$ cat config.mk
export PLATFORM = sky130hd
export DESIGN_NAME = sprite_ram_arbiter
export DESIGN_NICKNAME = d
export VERILOG_FILES = /design/src/rtl/sprite_arb_pkg.sv /design/src/rtl/sprite_wr_fifo.sv /design/src/rtl/sprite_ram_arbiter.sv
export SDC_FILE = /design/constraint.sdc
export NUM_CORES = 1
export LEC_CHECK = 0
export BUFFER_PORTS_ARGS = -buffer_cell sky130_fd_sc_hd__buf_2
export CORE_AREA = 2 2 81 121
export DETAILED_ROUTE_END_ITERATION = 10
export DIE_AREA = 0 0 83 123
export GPL_ROUTABILITY_DRIVEN = 0
export PLACE_DENSITY_LB_ADDON = 0.12
export SLEW_MARGIN = 20
export SYNTH_ARGS = -nofsm -noshare
export SYNTH_HDL_FRONTEND = slang
export SYNTH_SLANG_ARGS = --single-unit
$ cat constraint.sdc
create_clock -name clock -period 2.8 [get_ports clock]
set_clock_uncertainty 0.05 [all_clocks]
set_input_delay 0 -clock clock [delete_from_list [all_inputs] [get_ports clock]]
set_output_delay 0 -clock clock [all_outputs]
set_load 0.02 [all_outputs]
$ cat src/rtl/sprite_arb_pkg.sv
// Shared definitions for the sprite RAM arbiter.
//   sched_state_e : scheduler state (RENDER favours the renderer, BLANK the CPU)
//   STAT_*        : bit positions inside the I/O status register
package sprite_arb_pkg;

   typedef enum logic {
      RENDER = 1'b0,
      BLANK  = 1'b1
   } sched_state_e;

   // Status register: overflow flag sits in the MSB of the data word,
   // FIFO level in the low STAT_LEVEL_W bits.
   localparam int unsigned STAT_LEVEL_LSB = 0;
   localparam int unsigned STAT_LEVEL_W   = 4;
   // Writing a 1 to this bit of the status register clears overflow.
   localparam int unsigned STAT_CLR_BIT   = 0;

endpackage

$ cat src/rtl/sprite_wr_fifo.sv
// Posted-write FIFO for the sprite RAM arbiter.
// Ports:
//   clock, reset      : clock, asynchronous active-high reset (clears pointers/level)
//   push_i, wr_data_i : enqueue request and entry; ignored when full unless popping
//   pop_i             : dequeue request; ignored when empty
//   head_o            : entry at the head of the queue
//   level_o           : occupancy, 0..DEPTH
//   full_o, empty_o   : occupancy flags
module sprite_wr_fifo #(
   parameter int unsigned WIDTH = 25,
   parameter int unsigned DEPTH = 4
) (
   input  logic                       clock,
   input  logic                       reset,
   input  logic                       push_i,
   input  logic [WIDTH-1:0]           wr_data_i,
   input  logic                       pop_i,
   output logic [WIDTH-1:0]           head_o,
   output logic [$clog2(DEPTH):0]     level_o,
   output logic                       full_o,
   output logic                       empty_o
);

   localparam int unsigned PTR_W = $clog2(DEPTH);
   localparam int unsigned LVL_W = PTR_W + 1;

   logic [WIDTH-1:0] mem_q [DEPTH];
   logic [PTR_W-1:0] wr_ptr_q, rd_ptr_q;
   logic [LVL_W-1:0] level_q;
   logic             do_push, do_pop;

   assign empty_o = (level_q == '0);
   assign full_o  = (level_q == LVL_W'(DEPTH));
   assign level_o = level_q;
   assign head_o  = mem_q[rd_ptr_q];

   // A full FIFO still accepts a push when the head leaves in the same cycle.
   assign do_pop  = pop_i && !empty_o;
   assign do_push = push_i && (!full_o || do_pop);

   always_ff @(posedge clock or posedge reset) begin
      if (reset) begin
         wr_ptr_q <= '0;
         rd_ptr_q <= '0;
         level_q  <= '0;
      end else begin
         if (do_push) wr_ptr_q <= wr_ptr_q + PTR_W'(1);
         if (do_pop)  rd_ptr_q <= rd_ptr_q + PTR_W'(1);
         case ({do_push, do_pop})
            2'b10:   level_q <= level_q + LVL_W'(1);
            2'b01:   level_q <= level_q - LVL_W'(1);
            default: level_q <= level_q;
         endcase
      end
   end

   // Storage needs no reset: entries are only visible between the pointers.
   always_ff @(posedge clock) begin
      if (do_push) mem_q[wr_ptr_q] <= wr_data_i;
   end

endmodule

$ cat src/rtl/sprite_ram_arbiter.sv
// Arbitrates the single-port sprite attribute RAM between posted CPU I/O
// writes and renderer reads. CPU writes go through a small FIFO; a two-state
// scheduler favours the renderer during active video and drains the FIFO
// during vertical blank.
// Optional feature: define SPRITE_ARB_STARVE_EN to force a CPU drain after
// STARVE_LIMIT consecutive renderer grants with writes pending.
// Ports:
//   clock, reset                    : clock, asynchronous active-high reset
//   cpu_io_addr/write/wr_data       : CPU I/O write bus (sprite window + status)
//   cpu_io_rd_data                  : status read data (combinational)
//   vblank                          : vertical blank from video timing
//   rnd_req/rnd_addr                : renderer read request / address
//   rnd_ack                         : renderer granted this cycle
//   rnd_valid/rnd_data              : read return, one cycle after rnd_ack
//   ram_addr/we/wr_data, ram_rd_data: sprite RAM port (1-cycle read latency)
module sprite_ram_arbiter
   import sprite_arb_pkg::*;
#(
   parameter int unsigned       DATA_W       = 16,
   parameter int unsigned       ADDR_W       = 9,
   parameter int unsigned       FIFO_DEPTH   = 4,
   parameter logic [3:0]        SPR_BASE     = 4'h4,
   parameter logic [DATA_W-1:0] STATUS_ADDR  = 16'h5000,
   parameter int unsigned       STARVE_LIMIT = 8
) (
   input  logic              clock,
   input  logic              reset,
   input  logic [DATA_W-1:0] cpu_io_addr,
   input  logic              cpu_io_write,
   input  logic [DATA_W-1:0] cpu_io_wr_data,
   output logic [DATA_W-1:0] cpu_io_rd_data,
   input  logic              vblank,
   input  logic              rnd_req,
   input  logic [ADDR_W-1:0] rnd_addr,
   output logic              rnd_ack,
   output logic              rnd_valid,
   output logic [DATA_W-1:0] rnd_data,
   output logic [ADDR_W-1:0] ram_addr,
   output logic              ram_we,
   output logic [DATA_W-1:0] ram_wr_data,
   input  logic [DATA_W-1:0] ram_rd_data
);

   localparam int unsigned LVL_W   = $clog2(FIFO_DEPTH) + 1;
   localparam int unsigned ENTRY_W = ADDR_W + DATA_W;

   sched_state_e        state_q, state_d;
   logic                vb_q;
   logic                ovf_q, ovf_d;
   logic                rnd_valid_q;

   logic                spr_wr, stat_wr, stat_sel;
   logic                grant, pop, starve_force;
   logic [ENTRY_W-1:0]  fifo_head;
   logic [LVL_W-1:0]    fifo_level;
   logic                fifo_full, fifo_empty;

   // ---------------- CPU I/O decode ----------------
   assign spr_wr   = cpu_io_write && (cpu_io_addr[DATA_W-1 -: 4] == SPR_BASE);
   assign stat_sel = (cpu_io_addr == STATUS_ADDR);
   assign stat_wr  = cpu_io_write && stat_sel;

   always_comb begin
      cpu_io_rd_data = '0;
      if (stat_sel) begin
         cpu_io_rd_data[DATA_W-1] = ovf_q;
         cpu_io_rd_data[STAT_LEVEL_LSB +: STAT_LEVEL_W] = STAT_LEVEL_W'(fifo_level);
      end
   end

   // A new drop in the same cycle as a clear leaves the flag set.
   always_comb begin
      ovf_d = ovf_q;
      if (stat_wr && cpu_io_wr_data[STAT_CLR_BIT]) ovf_d = 1'b0;
      if (spr_wr && fifo_full && !pop)             ovf_d = 1'b1;
   end

   sprite_wr_fifo #(
      .WIDTH (ENTRY_W),
      .DEPTH (FIFO_DEPTH)
   ) u_fifo (
      .clock     (clock),
      .reset     (reset),
      .push_i    (spr_wr),
      .wr_data_i ({cpu_io_addr[ADDR_W-1:0], cpu_io_wr_data}),
      .pop_i     (pop),
      .head_o    (fifo_head),
      .level_o   (fifo_level),
      .full_o    (fifo_full),
      .empty_o   (fifo_empty)
   );

   // ---------------- starvation guard ----------------
`ifdef SPRITE_ARB_STARVE_EN
   localparam int unsigned CNT_W = $clog2(STARVE_LIMIT + 1);
   logic [CNT_W-1:0] starve_q, starve_d;
   logic             at_limit;

   assign at_limit     = (starve_q == CNT_W'(STARVE_LIMIT));
   assign starve_force = (state_q == RENDER) && at_limit && !fifo_empty;

   always_comb begin
      starve_d = starve_q;
      if (state_q != RENDER || pop || fifo_empty) starve_d = '0;
      else if (grant && !at_limit)                starve_d = starve_q + CNT_W'(1);
   end

   always_ff @(posedge clock or posedge reset) begin
      if (reset) starve_q <= '0;
      else       starve_q <= starve_d;
   end
`else
   assign starve_force = 1'b0;
`endif

   // ---------------- scheduler ----------------
   always_comb begin
      state_d = state_q;
      grant   = 1'b0;
      pop     = 1'b0;
      case (state_q)
         RENDER: begin
            if (vb_q) state_d = BLANK;
            if (starve_force)     pop   = 1'b1;
            else if (rnd_req)     grant = 1'b1;
            else if (!fifo_empty) pop   = 1'b1;
         end
         BLANK: begin
            if (!vb_q) state_d = RENDER;
            if (!fifo_empty)      pop   = 1'b1;
            else if (rnd_req)     grant = 1'b1;
         end
         default: state_d = RENDER;
      endcase
      // State registers are already cleared, but the RAM must not see an
      // access while reset is still asserted.
      if (reset) begin
         grant = 1'b0;
         pop   = 1'b0;
      end
   end

   always_ff @(posedge clock or posedge reset) begin
      if (reset) begin
         state_q     <= RENDER;
         vb_q        <= 1'b0;
         ovf_q       <= 1'b0;
         rnd_valid_q <= 1'b0;
      end else begin
         state_q     <= state_d;
         vb_q        <= vblank;
         ovf_q       <= ovf_d;
         rnd_valid_q <= grant;
      end
   end

   // ---------------- RAM port ----------------
   always_comb begin
      ram_addr    = '0;
      ram_we      = 1'b0;
      ram_wr_data = '0;
      if (grant) begin
         ram_addr = rnd_addr;
      end else if (pop) begin
         ram_we      = 1'b1;
         ram_addr    = fifo_head[DATA_W +: ADDR_W];
         ram_wr_data = fifo_head[DATA_W-1:0];
      end
   end

   assign rnd_ack   = grant;
   assign rnd_valid = rnd_valid_q;
   assign rnd_data  = ram_rd_data;

endmodule
==> results of run 1 <==
metrics by stage:
step | instance area [µm²] | util | worst slack [ns] | hold WS [ns]
after floorplan | 4761 | - | 0.6542 | -0.1894
after detailed placement | 5099 | 0.5542 | 0.5590 | -0.04985
after global routing | 5816 | 0.6321 | 0.3669 | 0.2604
final | 5816 | 0.6321 | 0.4016 | 0.2220
after global placement | 5099 | 0.5542 | 0.6074 | -0.04985
after CTS | 5816 | 0.6321 | 0.4308 | 0.2064
flip-flops by register name, summed over array words and instances, names as in the netlist:
signal           flops
u_fifo.rd_ptr_q      2
vb_q                 1
ovf_q                1
state_q              1
u_fifo.level_o       3
u_fifo.mem_q       100
rnd_valid            1
u_fifo.wr_ptr_q      2
report_power, final:
group	internal (mW)	total (mW)	switching, mW
Combinational	0.633	1.18	0.547
Clock	0.591	1.11	0.521
Sequential	1.89	2.04	0.150
critical path, delay by kind of cell:
kind	cells	cell delay (ns)
buffers and inverters	3	1.25
AND/OR/NAND/NOR	2	0.95
AO/OA/AOI/OAI	2	0.38
logic make-up (layout without fill, tap and decap cells):
group / count (synthesis) / in the layout / share of synthesized area
multiplexers: 27 / 27 / 0.1310
flip-flops: 111 / 111 / 0.6946
AND/OR/NAND/NOR: 42 / 42 / 0.05620
AO/OA/AOI/OAI: 13 / 13 / 0.02466
other: 1 / 12 / 0.0007946
adder cells (fa/ha/maj): 6 / 6 / 0.01750
buffers and inverters: 43 / 156 / 0.06416
XOR/XNOR: 6 / 6 / 0.01114
layer usage:
metal | vias up | share of wire | GRT usage
li1 | 1164 | - | -
met1 | 1233 | 0.41 | 0.2038
met2 | 90 | 0.51 | 0.3054
met3 | 10 | 0.050 | 0.04406
met4 | 0 | 0.023 | 0.07787
met5 | - | 0 | 0
cell type report:
cell class | count | area share
clock inverter | 6 | 0.004733
timing repair buffer | 133 | 0.1605
tap | 112 | 0.02410
multi-input combinational | 106 | 0.2029
inverter | 7 | 0.004518
sequential | 111 | 0.5639
clock buffer | 10 | 0.03937
synth_stat cells, drive strengths merged (2+ instances only):
library cell and instances:
edfxtp 100, buf 35, mux4 25, and2 22, dfrtp 11, a22o 9, inv 7, ha 5
nand2 4, nor2 4, nor3b 3, xnor2 3, xor2 3, nor3 2, nor4 2
final timing paths:
| path | end | cells after the start | slack [ns] |
|---|---|---|---|
| max | ovf_q$_DFFE_PP0P_ | 7 | 0.40 |
| max reg2reg | u_fifo.level_o[2]$_DFFE_PP0P_ | 10 | 0.56 |
| min in group clock | u_fifo.wr_ptr_q[0]$_DFFE_PP0P_ | 4 | 0.25 |
| min reg2reg | state_q$_DFF_PP0_ | 0 | 0.31 |
| max in group asynchronous | u_fifo.rd_ptr_q[0]$_DFFE_PP0P_ | 3 | 2.14 |
| min | u_fifo.level_o[0]$_DFFE_PP0P_ | 3 | 0.22 |
layout by cell type (no fill, tap or decap), types with 9 or more instances in the layout:
cell / instances
mux4_1: 9
a22o_1: 9
dfrtp_1: 10
clkbuf_16: 9
dlygate4sd3_1: 46
conb_1: 12
and2_1: 22
buf_4: 9
edfxtp_1: 100
buf_2: 77
mux4_2: 16
==> results.toml, run 1 <==
[sta]
fin_crit_sh = 0.8566
worst_pin_slew_ns = 0.7489
min_period_ns = 2.398
final-max-slew-violation-count = 0
setup_tns_ns = 0
max_slew_margin = 0.4961
clock.fmax_mhz = 416.9
hold_violations = 0
rsz0062_at_grt = "false"
setup_viol = 0

[finish]
antennaDiodeCount = 0
final_cell_count_no_fill = 485
drive_above_1_share = 0.3271
nFillCells = 687
seqCellArea_um2 = 3279
multi_input_area_um2 = 1180
area_delta_synth_final_pct = 23.22
nets = 436

[worst_setup_path]
worstPathMaxFanout = 5
worstPathArrival_ns = 2.57
path_class = "in -> reg"
slowest_delay_ns = 0.67
slowest_stage = "nor4_1"
cp-start-kind = "input port"
path_common_cell = "dlygate4sd3_1"
crit_start = "cpu_io_addr[1]"
cp-end-kind = "register"
r2r_start = "state_q$_DFF_PP0_"
cp_cell_sequence = "dlygate4sd3_1, buf_2, nor4_1, nand4_1, o31ai_1, o21ai_0, dlygate4sd3_1"
worstPathRequired_ns = 2.97

[clock_tree]
clock_path_buffers = 2
clock_latency_ns = 0.34
cts_post_setup_buffers_inserted = 0
clock_sinks = 111
htreeDepth = 3
cts.reportedPaths.clkPinSlew_ns = 0.07
cts_buffers = 9
cts_tree = "yes"
ctsRootBufferMaster = "clkbuf_16"
cts_resized = 0
cts_hold_buf = 46

[synth]
syn_area_per_cell_um2 = 18.95
syn_inst = 249
synth_edf_count = 100
syn_area_um2 = 4720
ys_ff_latch = 111
ys_types = 33
yosysWarnings = 0
ys_top_cells_by_area = "edfxtp_1 (64%), mux4_2 (7.6%), dfrtp_1 (5.8%)"
synthArstFlopShare = 0.09910
synth_top_area_share = 0.6363
synth_seq_area_share = 0.6946
synth_flop_cell = "edfxtp_1"
yosysTopAreaCell = "edfxtp_1"

[pwr]
finalPower_mw = 4.329
power.density_nw_per_um2 = 744.4
power_leakage_nw = 2.232
irDropWorstVdd_v = 0.0004378

[floorplanning]
pin_count = 122
std_cell_rows = 43
start_util = 0.5130
fp.dieW_um = 83
die_h_um = 123
core-area_um2 = 9200
design.die.area_um2 = 10210

[placement]
port_buffers = 77
dp_cells = 423
dp_hpwl_mm = 5.387

[detailed_routing]
wl_per_cell_um = 17.56
drcViolationCount = 0
first_iter_violations = 80
vias = 2497
drt_pass1_iterations = 4
wl_mm = 8.516
via_per_inst = 5.148
detail-route-antenna-nets = 0

[global_route]
grt_max_degree = 28
grt_first_pass_wirelength_mm = 13.16
grtUsageTotal = 0.1743
grt_pass1_vias = 2609
grt-ovfl-total = 0
antenna_found_initial = 0

[flow_run]
maxCapViolations = 0

[status]
outcome = "completed"

[min_path]
min_path_type = "in -> async"
Note: power is estimated with default switching activity, not from simulation.
==> run 2, diff against run 1 <==
--- a/config.mk
+++ b/config.mk
@@ -6,6 +6,7 @@
 export NUM_CORES = 1
 export LEC_CHECK = 0
 export BUFFER_PORTS_ARGS = -buffer_cell sky130_fd_sc_hd__buf_2
+export CAP_MARGIN = 20
 export CORE_AREA = 2 2 81 121
 export DETAILED_ROUTE_END_ITERATION = 10
 export DIE_AREA = 0 0 83 123
==> constraint.sdc (replaced) <==
create_clock -name clock -period 2.3 [get_ports clock]
set_clock_uncertainty 0.05 [all_clocks]
set_input_delay 0 -clock clock [delete_from_list [all_inputs] [get_ports clock]]
set_output_delay 0 -clock clock [all_outputs]
set_load 0.02 [all_outputs]
==> results.toml, run 2 (synthesis results as in run 1) <==
[worst_setup_path]
worstPathArrival_ns = 2.32
cp-end-kind = "register"
crit_start = "state_q$_DFF_PP0_"
r2r_start = "state_q$_DFF_PP0_"
crit_path_end = "u_fifo.level_o[2]$_DFFE_PP0P_"
path_class = "reg -> reg"
worstPathRequired_ns = 2.51
r2r_end = "u_fifo.level_o[2]$_DFFE_PP0P_"
cp-start-kind = "register"
worstPathMaxFanout = 3
reg2reg_depth = 10
regToRegSetupSlack_ns = 0.19

[floorplanning]
pin_count = 122
die_h_um = 123
design.die.area_um2 = 10210
std_cell_rows = 43
core-area_um2 = 9200
start_util = 0.5130
fp.dieW_um = 83

[sta]
setup_viol = 0
clock.fmax_mhz = 474.6
fin_crit_sh = 0.9160
hold_violations = 0
fin_ws_ns = 0.1932
worst_pin_slew_ns = 0.5898
max_slew_margin = 0.6032
final-max-slew-violation-count = 0
setup_tns_ns = 0
min_period_ns = 2.107
rsz0062_at_grt = "false"

[finish]
seqCellArea_um2 = 3279
largest_reg_flops = 100
stdcell_area_um2 = 5928
drive_above_1_share = 0.3263
final_common_cell = "edfxtp_1"
regMostFlops = "u_fifo.mem_q"
final_cell_mix = "edfxtp_1 (100), buf_2 (77), dlygate4sd3_1 (47), and2_1 (22), mux4_2 (16)"
area_delta_synth_final_pct = 25.61
multi_input_area_um2 = 1185
antennaDiodeCount = 0
nets = 440
nFillCells = 703

[global_route]
grtUsageTotal = 0.1758
grt_first_pass_wirelength_mm = 13.63
antenna_found_initial = 0
grt_pass1_vias = 2633
grt_max_degree = 28
grt-ovfl-total = 0

[detailed_routing]
wl_per_cell_um = 17.21
drt_pass1_iterations = 4
wl_mm = 8.418
detail-route-antenna-nets = 0
drcViolationCount = 0
via_per_inst = 5.186
first_iter_violations = 105
vias = 2536

[min_path]
min_path_type = "in -> reg"

[placement]
port_buffers = 77
dp_hpwl_mm = 5.523
place_ws_ns = 0.1482
place_area_um2 = 5171

[status]
outcome = "completed"

[clock_tree]
htreeDepth = 3
clock_path_buffers = 2
cts_tree = "yes"
cts_buffers = 9
clock_sinks = 111
clock_latency_ns = 0.33
ctsRootBufferMaster = "clkbuf_16"
cts_post_setup_buffers_inserted = 0
cts.reportedPaths.clkPinSlew_ns = 0.06

[pwr]
power_leakage_nw = 2.262
irDropWorstVdd_v = 0.0006880
power.density_nw_per_um2 = 899.1

[flow_run]
maxCapViolations = 0
run 2: area by class of cell:
class / count / area share
Clock buffer: 11 / 0.03926
Clock inverter: 5 / 0.008231
Inverter: 7 / 0.004432
Multi-Input combinational cell: 106 / 0.1999
Sequential cell: 111 / 0.5532
Tap cell: 112 / 0.02364
Timing Repair Buffer: 137 / 0.1714
run 2: layer usage:
metal	track usage	wire, µm	share of wire	vias to the layer above
li1	-	-	-	1177
met5	0	0	0	-
met1	0.2103	3371	0.40	1266
met3	0.03538	353	0.042	8
met4	0.06455	117	0.014	0
met2	0.3170	4575	0.54	85
run 2: worst min-delay path by stage:
stage,from,endpoint,slack [ns],depth (start not counted)
after global routing,cpu_io_addr[11],ovf_q$_DFFE_PP0P_,0.11,5
final,cpu_io_addr[11],ovf_q$_DFFE_PP0P_,0.08,5
after CTS,cpu_io_addr[11],ovf_q$_DFFE_PP0P_,0.06,5
after detailed placement,ram_rd_data[11],rnd_data[11],-0.05,0
after floorplan,reset,ovf_q$_DFFE_PP0P_,-0.19,1
after global placement,ram_rd_data[11],rnd_data[11],-0.05,0
run 2: timing repair:
action                                  CTS  global route
resized for setup                         0             1
endpoints found under the hold margin   130             0
hold buffers                             47             0
endpoints found under the setup margin    0             1
run 2: where the power goes:
part | leakage, nW | switching, mW | internal (mW)
clock network | 0.132 | 0.613 | 0.833
registers | 1.03 | 0.0578 | 2.30
logic | 1.10 | 0.777 | 0.750
run 2: per-stage QoR:
step	hold slack, ns	util	power, mW	std cells
global placement	-0.04985	0.5621	3.860	426
floorplan	-0.1894	-	3.582	260
detailed placement	-0.04985	0.5621	3.875	426
global route	0.1074	0.6444	5.598	489
finish	0.07578	0.6444	5.330	489
CTS	0.06206	0.6438	5.414	489
run 2: worst max-delay path, cell delays in order (launching register included):
cell and delay, ns:
dfrtp_1 0.43, nor2b_4 0.17, o2111ai_1 0.13, and2b_1 0.20, inv_1 0.05, ha_1 0.16, inv_1 0.06, fa_1 0.37
xor2_1 0.15, nor2_1 0.11, xor2_1 0.15
